<file path="config.mk">
export PLATFORM = sky130hd
export DESIGN_NAME = insn_decode_queue
export DESIGN_NICKNAME = d
export VERILOG_FILES = /design/src/rtl/insn_decode_queue.sv
export SDC_FILE = /design/constraint.sdc
export NUM_CORES = 1
export LEC_CHECK = 0
export ABC_CLOCK_PERIOD_IN_PS = 3900
export BUFFER_PORTS_ARGS = -buffer_cell sky130_fd_sc_hd__buf_2
export CAP_MARGIN = 15
export CORE_ASPECT_RATIO = 0.9
export CORE_MARGIN = 1.5
export CORE_UTILIZATION = 55
export DETAILED_ROUTE_END_ITERATION = 10
export GPL_TIMING_DRIVEN = 0
export HOLD_SLACK_MARGIN = 0.1
export PLACE_DENSITY = 0.87
export SKIP_LAST_GASP = 1
export SLEW_MARGIN = 20
export SYNTH_ARGS = -nofsm -noshare
export SYNTH_HDL_FRONTEND = slang
export SYNTH_SLANG_ARGS = --single-unit
</file>
<file path="constraint.sdc">
create_clock -name clk -period 3.9 [get_ports clk]
set_clock_uncertainty 0.05 [all_clocks]
set_input_delay 0.195 -clock clk [delete_from_list [all_inputs] [get_ports clk]]
set_output_delay 0.195 -clock clk [all_outputs]
set_load 0.05 [all_outputs]
</file>
<file path="src/rtl/insn_decode_queue.sv">
// rtl/insn_decode_queue.sv - RVV instruction decoder feeding a DEPTH-entry FIFO of decoded bundles.
// The head bundle is held in a dedicated register so outputs never see insn_in combinationally.
module insn_decode_queue #(
  parameter int         INSN_WIDTH = 32,
  parameter int         DEPTH      = 4,
  parameter logic [6:0] OPC_V      = 7'h57,
  parameter logic [6:0] OPC_LD     = 7'h07,
  parameter logic [6:0] OPC_ST     = 7'h27
) (
  input  logic                    clk,
  input  logic                    rst,
  input  logic                    flush,
  input  logic                    in_valid,
  output logic                    in_ready,
  input  logic [INSN_WIDTH-1:0]   insn_in,
  output logic                    out_valid,
  input  logic                    out_ready,
  output logic [6:0]              opcode_mjr,
  output logic [2:0]              opcode_mnr,
  output logic [4:0]              dest,
  output logic [4:0]              src_1,
  output logic [4:0]              src_2,
  output logic                    vm,
  output logic [5:0]              funct6,
  output logic [1:0]              mop,
  output logic                    mew,
  output logic [2:0]              nf,
  output logic [10:0]             zimm_11,
  output logic [1:0]              cfg_type,
  output logic [2:0]              insn_class,
  output logic [$clog2(DEPTH):0]  count
);

  localparam int PW = $clog2(DEPTH);
  localparam int CW = PW + 1;

  localparam logic [2:0] CLS_ILL    = 3'd0;
  localparam logic [2:0] CLS_VALU   = 3'd1;
  localparam logic [2:0] CLS_VCFG   = 3'd2;
  localparam logic [2:0] CLS_VLOAD  = 3'd3;
  localparam logic [2:0] CLS_VSTORE = 3'd4;

  function automatic logic [2:0] decode_class(input logic [6:0] opc, input logic [2:0] mnr);
    logic mem_width_ok;
    mem_width_ok = (mnr == 3'd0) || (mnr >= 3'd5);
    if (opc == OPC_V)                       return (mnr == 3'd7) ? CLS_VCFG : CLS_VALU;
    else if (opc == OPC_LD && mem_width_ok) return CLS_VLOAD;
    else if (opc == OPC_ST && mem_width_ok) return CLS_VSTORE;
    else                                    return CLS_ILL;
  endfunction

  logic [INSN_WIDTH-1:0] insn_mem_q  [DEPTH];
  logic [2:0]            class_mem_q [DEPTH];

  logic [PW-1:0]         wr_ptr_q, wr_ptr_d;
  logic [PW-1:0]         rd_ptr_q, rd_ptr_d;
  logic [CW-1:0]         count_q, count_d;
  logic [INSN_WIDTH-1:0] head_insn_q, head_insn_d;
  logic [2:0]            head_class_q, head_class_d;

  logic       push;
  logic       pop;
  logic [2:0] in_class;

  always_comb begin
    in_ready     = count_q < CW'(DEPTH);
    out_valid    = count_q != '0;
    push         = in_valid & in_ready & ~flush;
    pop          = out_valid & out_ready & ~flush;
    in_class     = decode_class(insn_in[6:0], insn_in[14:12]);
    wr_ptr_d     = wr_ptr_q;
    rd_ptr_d     = rd_ptr_q;
    count_d      = count_q;
    head_insn_d  = head_insn_q;
    head_class_d = CLS_ILL;

    if (flush) begin
      wr_ptr_d = '0;
      rd_ptr_d = '0;
      count_d  = '0;
    end else begin
      if (push) wr_ptr_d = wr_ptr_q + PW'(1);
      if (pop)  rd_ptr_d = rd_ptr_q + PW'(1);
      count_d = count_q + CW'(push) - CW'(pop);
    end

    // A push into a queue that is (or becomes) empty lands directly at the head.
    if (count_d != '0) begin
      if (push && count_q == CW'(pop)) begin
        head_insn_d  = insn_in;
        head_class_d = in_class;
      end else begin
        head_insn_d  = insn_mem_q[rd_ptr_d];
        head_class_d = class_mem_q[rd_ptr_d];
      end
    end
  end

  always_ff @(posedge clk or negedge rst) begin
    if (!rst) begin
      wr_ptr_q     <= '0;
      rd_ptr_q     <= '0;
      count_q      <= '0;
      head_insn_q  <= '0;
      head_class_q <= CLS_ILL;
    end else begin
      wr_ptr_q     <= wr_ptr_d;
      rd_ptr_q     <= rd_ptr_d;
      count_q      <= count_d;
      head_insn_q  <= head_insn_d;
      head_class_q <= head_class_d;
    end
  end

  always_ff @(posedge clk) begin
    if (push) begin
      insn_mem_q[wr_ptr_q]  <= insn_in;
      class_mem_q[wr_ptr_q] <= in_class;
    end
  end

  assign opcode_mjr = head_insn_q[6:0];
  assign opcode_mnr = head_insn_q[14:12];
  assign dest       = head_insn_q[11:7];
  assign src_1      = head_insn_q[19:15];
  assign src_2      = head_insn_q[24:20];
  assign vm         = head_insn_q[25];
  assign funct6     = head_insn_q[31:26];
  assign mop        = head_insn_q[27:26];
  assign mew        = head_insn_q[28];
  assign nf         = head_insn_q[31:29];
  assign zimm_11    = head_insn_q[30:20];
  assign cfg_type   = head_insn_q[31:30];
  assign insn_class = head_class_q;
  assign count      = count_q;

endmodule

</file>
==> metrics.csv, run 1 <==
stage;metric;value;unit
outcome;run_status;completed;
placed_design;port_buffer_count;94;
route;post_drt_wl_per_cell;20.6;µm
worst_setup_path;startpoint_of_the_worst_slack_reg_to_reg_timing_path;count[2]$_DFF_PN0_;
finish;layout-drive-gt1-share;22.8;%
route;post_drt_via_cell_ratio;6.24;
clocking;insertion_delay;430;ps
floorplanning;fp.dieArea;0.0154;mm²
finish;syn2layout_area_growth;21.5;%
worst_setup_path;endpoint_of_the_worst_slack_reg_to_reg_timing_path;head_insn_q[17]$_DFFE_PN0P_;
grt;grt_overflow_total;0;
sta;maxSlewViolCount;0;
sta;final_hold_slack;215;ps
synthesis;postSynth.asyncResetShare;23.1;%
synthesis;netlist_top_cells_count;edfxtp_1 (140), nor3_1 (85), a21oi_1 (61);
synthesis;yosys.area.top_type_share;52.2;%
clocking;cts.reportedPaths.clkPinSlew;70;ps
sta;max-slew-margin-rel;25.8;%
synthesis;netlist-cell-type-count;43;
worst_setup_path;crit_path_max_fanout;10;
floorplanning;core_area;0.0142;mm²
worst_setup_path;crit_type;register to register;
placed_design;dp.final_hpwl;13.2;mm
worst_setup_path;reg2reg_setup_slack;80;ps
sta;setup_viol;0;
synthesis;syn_nets;716;
route;post-route-drc-count;0;
pwr;pleak;3.56;nW
clocking;clock_tree.htree_level_count;4;
grt;first_global_vias;6231;
worst_setup_path;critPathCaptureType;register;
clocking;cts_root_buffer;clkbuf_16;
floorplanning;num_rows;41;
finish;antenna_diode_count;0;
worst_setup_path;cp.arrival;4120;ps
finish;design.final.nets;867;
synthesis;yosysMostFrequentCell;edfxtp_1;
placed_design;setup_slack_after_placement;-477;ps
hold_path;hold_path.startpoint;in_valid;
clocking;tritoncts_clock_tree;built;
hold_path;hold_path_end;wr_ptr_q[0]$_DFFE_PN0P_;
synthesis;syn_std_cell_area;0.00805;mm²
synthesis;synth.avg_cell_area;12.0;µm²
pwr;power.density_cell_area;775;mW/mm²
worst_setup_path;critical_path_required;4200;ps
synthesis;ys_warn_count;0;
sta;final_hold_violations;0;
placed_design;dp.cells;963;
finish;fill_cells;951;
synthesis;yosys_register_bits;182;
synthesis;top_cells_by_area_synth;edfxtp_1 (52%), dfrtp_1 (13%), nor3_1 (5.3%);
pwr;power.total;7.58;mW
synthesis;edff_count_synth;140;
grt;grt_pass1_wl;32.7;mm
route;postRouteWirelength;21.2;mm
sta;tightest_slew;1110;ps
hold_path;hold-path-cell-count;4;
floorplanning;die_height;118;µm
synthesis;syn_inst;672;
route;drt_first_pass_iters;7;
pwr;irDropWorstVdd;0.445;mV
worst_setup_path;r2r_cells;14;
clocking;tritoncts_num_sinks;182;
sta;max_freq;262;MHz
floorplanning;ioPinCount;96;
floorplanning;start_util;56.8;%
clocking;cts-root-to-sink-buffers;2;
grt;grt_start_max_net_pins;43;
finish;finish.cell_count_without_fillers;1029;
job;maxCapViolations;0;
sta;final.min_clock_period;3820;ps
synthesis;synth_ff_type;edfxtp_1;
synthesis;synth.largest_area_cell;edfxtp_1;
route;vias;6421;
synthesis;yosysSeqAreaShare;65.3;%
floorplanning;dieWidth;131;µm
grt;grtUsageTotal;28.3;%
clocking;cts_buffers;17;
placed_design;gp_congestion;0.833;
grt;antenna_found_initial;0;
route;drtAntennaViolNets;0;
sta;final_critical_path_setup_slack;80.1;ps
sta;setup-tns-final;0;ps
sta;finalCritPeriodShare;97.9;%
route;iteration_0_drc_markers;997;
worst_setup_path;start_kind;register;
hold_path;holdCritPathClass;input pin to register;
-- how the worst max path moves through the flow --
stage	startpoint	end	slack, ps	depth (start not counted)
2_1_floorplan	count[1]$_DFF_PN0_	head_insn_q[11]$_DFFE_PN0P_	340	14
6_report	count[2]$_DFF_PN0_	head_insn_q[17]$_DFFE_PN0P_	80	14
3_3_place_gp	count[1]$_DFF_PN0_	head_insn_q[28]$_DFFE_PN0P_	-390	13
3_5_place_dp	count[1]$_DFF_PN0_	head_insn_q[17]$_DFFE_PN0P_	-480	13
4_1_cts	count[1]$_DFF_PN0_	head_insn_q[17]$_DFFE_PN0P_	-40	14
5_1_grt	count[1]$_DFF_PN0_	head_insn_q[12]$_DFFE_PN0P_	-40	14
-- placed cells by master, fill, tap and decap left out, drive strengths merged --
| cell | Yosys | layout |
|---|---|---|
| nand3 | 4 | 4 |
| nor2b | 5 | 5 |
| o31a | 1 | 1 |
| buf | 35 | 133 |
| and3 | 12 | 12 |
| o211a | 1 | 1 |
| edfxtp | 140 | 140 |
| mux2i | 1 | 1 |
| xnor2 | 2 | 2 |
| a221oi | 14 | 14 |
| o22ai | 21 | 21 |
| clkinvlp | 0 | 2 |
| or3 | 3 | 3 |
| xor2 | 1 | 1 |
| o21a | 12 | 12 |
| a22oi | 3 | 3 |
| a2111oi | 1 | 1 |
| mux2 | 3 | 3 |
| a21o | 1 | 1 |
| and2 | 7 | 7 |
| nand2 | 38 | 38 |
| or4 | 1 | 1 |
| dlygate4sd3 | 0 | 33 |
| a21oi | 62 | 62 |
| nor4 | 22 | 22 |
| o31ai | 1 | 1 |
| o21ai | 53 | 53 |
| clkinv | 0 | 7 |
| nand2b | 3 | 3 |
| dfrtp | 42 | 42 |
| xnor3 | 1 | 1 |
| nand4b | 1 | 1 |
| ha | 6 | 6 |
| fa | 1 | 1 |
| or2 | 2 | 2 |
| inv | 8 | 13 |
| nor3 | 85 | 85 |
| nor2 | 33 | 33 |
| a311oi | 11 | 11 |
| clkbuf | 35 | 54 |
-- sequential cells by signal (all words and copies together) (netlist names) --
register and flops:
class_mem_q 12, count 3, head_insn_q 32, insn_class 3
insn_mem_q 128, rd_ptr_q 2, wr_ptr_q 2
-- metal layers --
metal	vias to the layer above	track usage, %	share of wire [%]
met5	-	0	0
met2	454	42.3	47
met1	3057	38.3	38
met3	78	7.68	11
met4	0	13.7	3.6
li1	2832	-	-
-- power breakdown --
part / total, mW / internal, mW / switching [mW]
combinational: 3.43 / 0.952 / 2.48
sequential: 2.57 / 2.39 / 0.183
clock: 1.58 / 0.822 / 0.756
-- logic make-up after synthesis --
logic type	count (synthesis)	share of synthesized area, %
AOI/OAI and AO/OA	181	14.3
xor gates and xnor gates	4	0.606
adders and majority gates	7	1.18
buffers and inverters	78	4.79
DFF	182	65.3
muxes	4	0.544
and+or+nand+nor	216	13.3
-- through the flow --
step                utilization, %  instance area (µm²)
global route                  69.1                 9780
floorplan                        -                 8050
finish                        69.1                 9780
CTS                           68.9                 9760
global placement              61.9                 8760
detailed placement            62.7                 8880
-- critical path: stages, from the launching register on --
cell	delay [ps]
dfrtp_1	480
o31ai_4	390
clkbuf_4	310
nor2_1	130
ha_1	330
inv_1	40
ha_1	170
inv_1	70
fa_1	450
nor2b_1	200
a21o_2	290
nor2_1	180
buf_2	280
o21ai_0	160
o22ai_1	210
-- area by class of cell --
type                    instances  area, µm²  share of cell area, %
plain buffers                  70        367                   3.75
clock buffers                  18        429                   4.39
clock inverters                14        103                   1.05
inverters                       8       30.0                  0.307
multi-input cells             412       2440                   24.9
flip-flops and latches        182       5260                   53.7
well taps                     193        241                   2.47
repair buffers                132        921                   9.41
-- repair_timing --
action	4_1_cts	5_1_grt
gates resized for setup	7	5
setup endpoints to repair	35	34
setup buffers	0	1
pin swaps	0	1
hold buffers	33	0
cloned	0	0
hold endpoints to repair	183	0
Note: power is estimated with default switching activity, not from simulation.
==> run 2, diff against run 1 <==
--- a/config.mk
+++ b/config.mk
@@ -10,11 +10,12 @@
 export CAP_MARGIN = 15
 export CORE_ASPECT_RATIO = 0.9
 export CORE_MARGIN = 1.5
-export CORE_UTILIZATION = 55
+export CORE_UTILIZATION = 54
 export DETAILED_ROUTE_END_ITERATION = 10
 export GPL_TIMING_DRIVEN = 0
 export HOLD_SLACK_MARGIN = 0.1
-export PLACE_DENSITY = 0.87
+export MAX_ROUTING_LAYER = met4
+export PLACE_DENSITY = 0.86
 export SKIP_LAST_GASP = 1
 export SLEW_MARGIN = 20
 export SYNTH_ARGS = -nofsm -noshare
==> metrics.csv, run 2 (same netlist as run 1, synthesis figures left out) <==
stage;metric;value;unit
placed_design;port_buffer_count;94;
clocking;cts_buffers;17;
placed_design;setup_slack_after_placement;-538;ps
finish;max_reg_flops;128;
worst_setup_path;timing.critical_path.cells;o31ai_4 -> buf_6 -> nor2_1 -> ha_1 -> inv_1 -> ha_1 -> inv_1 -> fa_1 -> nor2b_2 -> a21o_1 -> nor2_2 -> buf_2 -> o21ai_0 -> o22ai_1;
finish;layout-drive-gt1-share;22.9;%
clocking;tritoncts_num_sinks;182;
outcome;run_status;completed;
placed_design;post_dp_cell_area;0.00888;mm²
sta;setup-tns-final;0;ps
route;post_drt_via_cell_ratio;6.18;
grt;grt_start_max_net_pins;43;
floorplanning;start_util;54.9;%
grt;antenna_found_initial;0;
pwr;power.total;7.77;mW
route;iteration_0_drc_markers;750;
sta;finalCritPeriodShare;95.8;%
finish;design.final.nets;866;
worst_setup_path;cp.arrival;4040;ps
clocking;cts.reportedPaths.clkPinSlew;70;ps
finish;layout.cells.most_common;edfxtp_1;
worst_setup_path;cp_slowest_stage_delay;470;ps
grt;grt_pass1_wl;33.7;mm
sta;final_hold_slack;181;ps
worst_setup_path;critical_path_required;4210;ps
clocking;cts_root_buffer;clkbuf_16;
sta;maxSlewViolCount;0;
grt;grt_overflow_total;0;
route;drt_first_pass_iters;5;
finish;finish.instance_area;0.00985;mm²
floorplanning;ioPinCount;96;
finish;most_used_cells_in_the_layout_excluding_fill_and_tap_cells;edfxtp_1 (140), buf_2 (106), nor3_1 (85);
sta;final_critical_path_setup_slack;165;ps
job;maxCapViolations;0;
finish;biggestRegsByFlops;insn_mem_q x128, head_insn_q x32, class_mem_q x12;
placed_design;dp.cells;968;
placed_design;dp.final_hpwl;13.2;mm
sta;setup_viol;0;
clocking;clock_tree.htree_level_count;4;
floorplanning;die_height;119;µm
grt;first_global_vias;6342;
floorplanning;fp.dieArea;0.0156;mm²
sta;max_freq;268;MHz
worst_setup_path;crit_path_max_fanout;10;
floorplanning;dieWidth;132;µm
worst_setup_path;critical_path.slowest_cell;fa_1;
worst_setup_path;crit_type;register to register;
clocking;insertion_delay;440;ps
route;vias;6384;
floorplanning;num_rows;42;
sta;final.min_clock_period;3730;ps
sta;max-slew-margin-rel;21.4;%
finish;largest_register;insn_mem_q;
finish;syn2layout_area_growth;22.4;%
hold_path;holdCritPathClass;input pin to register;
grt;grtUsageTotal;29.2;%
route;drtAntennaViolNets;0;
sta;tightest_slew;1180;ps
placed_design;gp_congestion;0.838;
clocking;tritoncts_clock_tree;built;
route;post_drt_wl_per_cell;20.9;µm
finish;final_core_utilization;67.2;%
route;post-route-drc-count;0;
pwr;pleak;3.60;nW
finish;antenna_diode_count;0;
worst_setup_path;start_kind;register;
floorplanning;core_area;0.0147;mm²
clocking;cts_post_setup_buffers_inserted;0;
worst_setup_path;critPathCaptureType;register;
pwr;irDropWorstVdd;0.505;mV
clocking;cts-root-to-sink-buffers;2;
route;postRouteWirelength;21.6;mm
sta;final_hold_violations;0;
pwr;power.density_cell_area;789;mW/mm²
finish;finish.cell_count_without_fillers;1033;
==> run 2: changes by cell type in the layout (fill, tap and decap cells not counted), moves of 2 or more <==
cell	before	now
clkinvlp_4	2	0
inv_6	4	1
bufinv_16	0	3
clkbuf_4	2	0
==> run 2: layout make-up <==
cell class | instances | area [µm²]
Sequential cell | 182 | 5260
Fill cell | 1009 | 4810
Timing Repair Buffer | 131 | 913
Tap cell | 198 | 248
Inverter | 8 | 30.0
Clock inverter | 13 | 154
Buffer | 70 | 370
Multi-Input combinational cell | 412 | 2440
Clock buffer | 19 | 443
==> run 2: path summary, 6_finish.rpt <==
| check | from | slack (ps) | cells after the start | end |
|---|---|---|---|---|
| setup / recovery | count[0]$_DFF_PN0_ | 170 | 14 | head_insn_q[27]$_DFFE_PN0P_ |
| hold / removal | in_valid | 180 | 4 | wr_ptr_q[0]$_DFFE_PN0P_ |
| setup reg to reg | count[0]$_DFF_PN0_ | 170 | 14 | head_insn_q[27]$_DFFE_PN0P_ |
| hold reg to reg | class_mem_q[0][1]$_DFFE_PP_ | 480 | 2 | insn_class[1]$_DFF_PN0_ |
| max in group asynchronous | rst | 3060 | 2 | head_insn_q[5]$_DFFE_PN0P_ |
| min in group asynchronous | rst | 290 | 2 | head_insn_q[26]$_DFFE_PN0P_ |
==> run 2: report_power, final <==
group	switching (mW)	total (mW)	leakage, nW	internal [mW]
Combinational	2.48	3.43	1.54	0.954
Clock	0.736	1.76	0.298	1.02
Sequential	0.190	2.58	1.76	2.39
Total	3.41	7.77	3.60	4.36
==> run 2: metal layers <==
layer | vias to the layer above | part of all wire (%) | wire, µm | global-route usage [%]
li1 | 2835 | - | - | -
met1 | 3064 | 37 | 8080 | 36.1
met2 | 423 | 49 | 10600 | 46.5
met3 | 62 | 11 | 2300 | 7.62
met4 | 0 | 2.7 | 582 | 11.5
met5 | - | 0 | 0 | -
==> run 2: worst max-delay path, delay by kind of cell (launching register included) <==
family          cells  cell delay, ps
fa+ha+maj           3             960
compound gates      4            1050
buf+inv             4             610
simple gates        3             500
flops               1             460
==> run 2: repair_timing <==
action / CTS / global route
resized for setup: 8 / 8
setup endpoints to repair: 35 / 34
pin swaps: 0 / 2
hold buffers: 33 / 0
endpoints found under the hold margin: 186 / 0
==> run 3, diff against run 2 <==
--- a/config.mk
+++ b/config.mk
@@ -12,10 +12,10 @@
 export CORE_MARGIN = 1.5
 export CORE_UTILIZATION = 54
 export DETAILED_ROUTE_END_ITERATION = 10
-export GPL_TIMING_DRIVEN = 0
+export GPL_TIMING_DRIVEN = 1
 export HOLD_SLACK_MARGIN = 0.1
 export MAX_ROUTING_LAYER = met4
-export PLACE_DENSITY = 0.86
+export PLACE_DENSITY = 0.82
 export SKIP_LAST_GASP = 1
 export SLEW_MARGIN = 20
 export SYNTH_ARGS = -nofsm -noshare
==> metrics.csv, run 3 (same netlist as run 1, synthesis figures left out) <==
stage;metric;value;unit
finish;final_core_utilization;64.9;%
placed_design;dp.cells;909;
route;post-route-drc-count;0;
worst_setup_path;critical_path_required;4150;ps
grt;use_met3;5.19;%
finish;finish.cell_count_without_fillers;975;
finish;multi_input_combinational_cell_area;0.00245;mm²
worst_setup_path;cp.arrival;3830;ps
grt;grt_pass1_wl;32.4;mm
finish;layout.area.seq;0.00526;mm²
hold_path;holdCritPathClass;input pin to register;
clocking;cts_root_buffer;clkbuf_16;
grt;grtUsageTotal;27.6;%
worst_setup_path;critPathCaptureType;register;
sta;final_hold_violations;0;
clocking;cts-root-to-sink-buffers;2;
route;post_drt_wl_per_cell;21.1;µm
finish;largest_register;insn_mem_q;
floorplanning;dieWidth;132;µm
finish;biggestRegsByFlops;insn_mem_q x128, head_insn_q x32, class_mem_q x12;
finish;fill_cells;1055;
sta;final_critical_path_setup_slack;317;ps
sta;setup-tns-final;0;ps
job;maxCapViolations;0;
grt;grt_overflow_total;0;
clocking;clock_tree.htree_level_count;4;
hold_path;hold_path.startpoint;flush;
worst_setup_path;critical-path-top-cell-by-count;inv_1;
floorplanning;start_util;54.9;%
worst_setup_path;startpoint_of_the_worst_slack_reg_to_reg_timing_path;count[2]$_DFF_PN0_;
clocking;cts_buffers;17;
finish;design.final.nets;807;
clocking;tritoncts_clock_tree;built;
finish;most_used_cells_in_the_layout_excluding_fill_and_tap_cells;edfxtp_1 (140), buf_2 (94), nor3_1 (84);
route;drt_first_pass_iters;5;
finish;layout.cells.most_common;edfxtp_1;
grt;use_met1;35.2;%
finish;max_reg_flops;128;
worst_setup_path;cp_slowest_stage_delay;470;ps
route;drtAntennaViolNets;0;
grt;antenna_found_initial;1;
clocking;tritoncts_num_sinks;182;
sta;max_freq;279;MHz
grt;grt_start_max_net_pins;77;
sta;tightest_slew;1150;ps
sta;max-slew-margin-rel;23.5;%
outcome;run_status;completed;
pwr;pleak;3.41;nW
pwr;irDropWorstVdd;0.649;mV
floorplanning;die_height;119;µm
worst_setup_path;crit_path_max_fanout;11;
floorplanning;core_area;0.0147;mm²
worst_setup_path;crit_family;simple AND/OR/NAND/NOR gates;
pwr;power.density_cell_area;794;mW/mm²
placed_design;dp.final_hpwl;11.5;mm
floorplanning;num_rows;42;
worst_setup_path;crit_start;count[2]$_DFF_PN0_;
grt;first_global_vias;6166;
worst_setup_path;crit_type;register to register;
sta;final.min_clock_period;3580;ps
route;post_drt_via_cell_ratio;6.42;
sta;setup_viol;0;
clocking;insertion_delay;430;ps
sta;maxSlewViolCount;0;
worst_setup_path;timing.critical_path.cells;nand2b_1 -> nor2_1 -> inv_1 -> ha_1 -> inv_1 -> ha_1 -> inv_1 -> fa_1 -> nor2b_1 -> a21oi_4 -> nand2_1 -> a221oi_2 -> a21oi_1;
sta;finalCritPeriodShare;91.9;%
placed_design;gp_congestion;0.875;
finish;layout-drive-gt1-share;20.5;%
placed_design;setup_slack_after_placement;443;ps
finish;syn2layout_area_growth;18.2;%
grt;grt_most_used_layer;met2;
clocking;cts.reportedPaths.clkPinSlew;60;ps
sta;final_hold_slack;121;ps
route;vias;6261;
placed_design;port_buffer_count;95;
floorplanning;fp.dieArea;0.0156;mm²
sta;grt_setup_unrepaired;no;
worst_setup_path;worst-path-buf-inv;3;
grt;global_route_met2_usage;42.2;%
worst_setup_path;critical_path.slowest_cell;dfrtp_1;
floorplanning;ioPinCount;96;
route;postRouteWirelength;20.6;mm
worst_setup_path;start_kind;register;
route;iteration_0_drc_markers;898;
## run 3: changes by cell type in the layout (fill, tap and decap cells not counted), moves of 4 or more
cell	delta
clkbuf_1	-28
buf_2	-12
buf_4	-7
and2_1	+4
and2_2	-4
buf_16	-4
clkbuf_2	-4
## run 3: timing repair
item | in CTS | in global routing
buffers inserted | 0 | 0
endpoints found under the setup margin | 0 | 0
resized for setup | 0 | 0
hold buffers | 33 | 0
endpoints found under the hold margin | 186 | 0
## run 3: layer usage
| layer | wire length [µm] | vias to the layer above |
|---|---|---|
| met1 | 7970 | 3035 |
| met5 | 0 | - |
| met2 | 9990 | 416 |
| li1 | - | 2728 |
| met4 | 724 | 0 |
| met3 | 1920 | 82 |
## run 3: cell type report
cell class | count | share of cell area, %
Clock buffer | 20 | 4.59
Tap cell | 198 | 2.61
Multi-Input combinational cell | 412 | 25.7
Antenna cell | 1 | 0.0263
Timing Repair Buffer | 142 | 9.61
Sequential cell | 182 | 55.3
Clock inverter | 12 | 1.86
Inverter | 8 | 0.316
## run 3: path summary, 6_finish.rpt
check                      depth (start not counted)  slack [ps]                           to
min reg2reg                                        2         490   head_insn_q[7]$_DFFE_PN0P_
max                                               13         320  head_insn_q[11]$_DFFE_PN0P_
min                                                2         120      wr_ptr_q[0]$_DFFE_PN0P_
max reg2reg                                       13         320  head_insn_q[11]$_DFFE_PN0P_
max in group asynchronous                          2        3060   head_insn_q[8]$_DFFE_PN0P_
min in group asynchronous                          2         310  head_insn_q[25]$_DFFE_PN0P_
## run 3: through the flow
stage	total power [mW]	instance area (µm²)
after global placement	5.59	8560
after floorplan	5.02	8050
after detailed placement	5.71	8560
final	7.55	9510
after CTS	7.53	9500
after global routing	7.84	9510
## run 3: worst reg2reg max path, cell delays in order, from the launching register on
cell and delay (ps):
dfrtp_1 470, nand2b_1 300, nor2_1 250, inv_1 70
ha_1 280, inv_1 70, ha_1 150, inv_1 50
fa_1 460, nor2b_1 190, a21oi_4 160, nand2_1 420
a221oi_2 400, a21oi_1 120
## run 3: where the power goes
part / total (mW) / switching [mW] / leakage, nW / internal (mW)
clock network: 1.79 / 0.712 / 0.295 / 1.07
logic: 3.17 / 2.39 / 1.35 / 0.780
registers: 2.59 / 0.205 / 1.76 / 2.39
total: 7.55 / 3.31 / 3.41 / 4.24
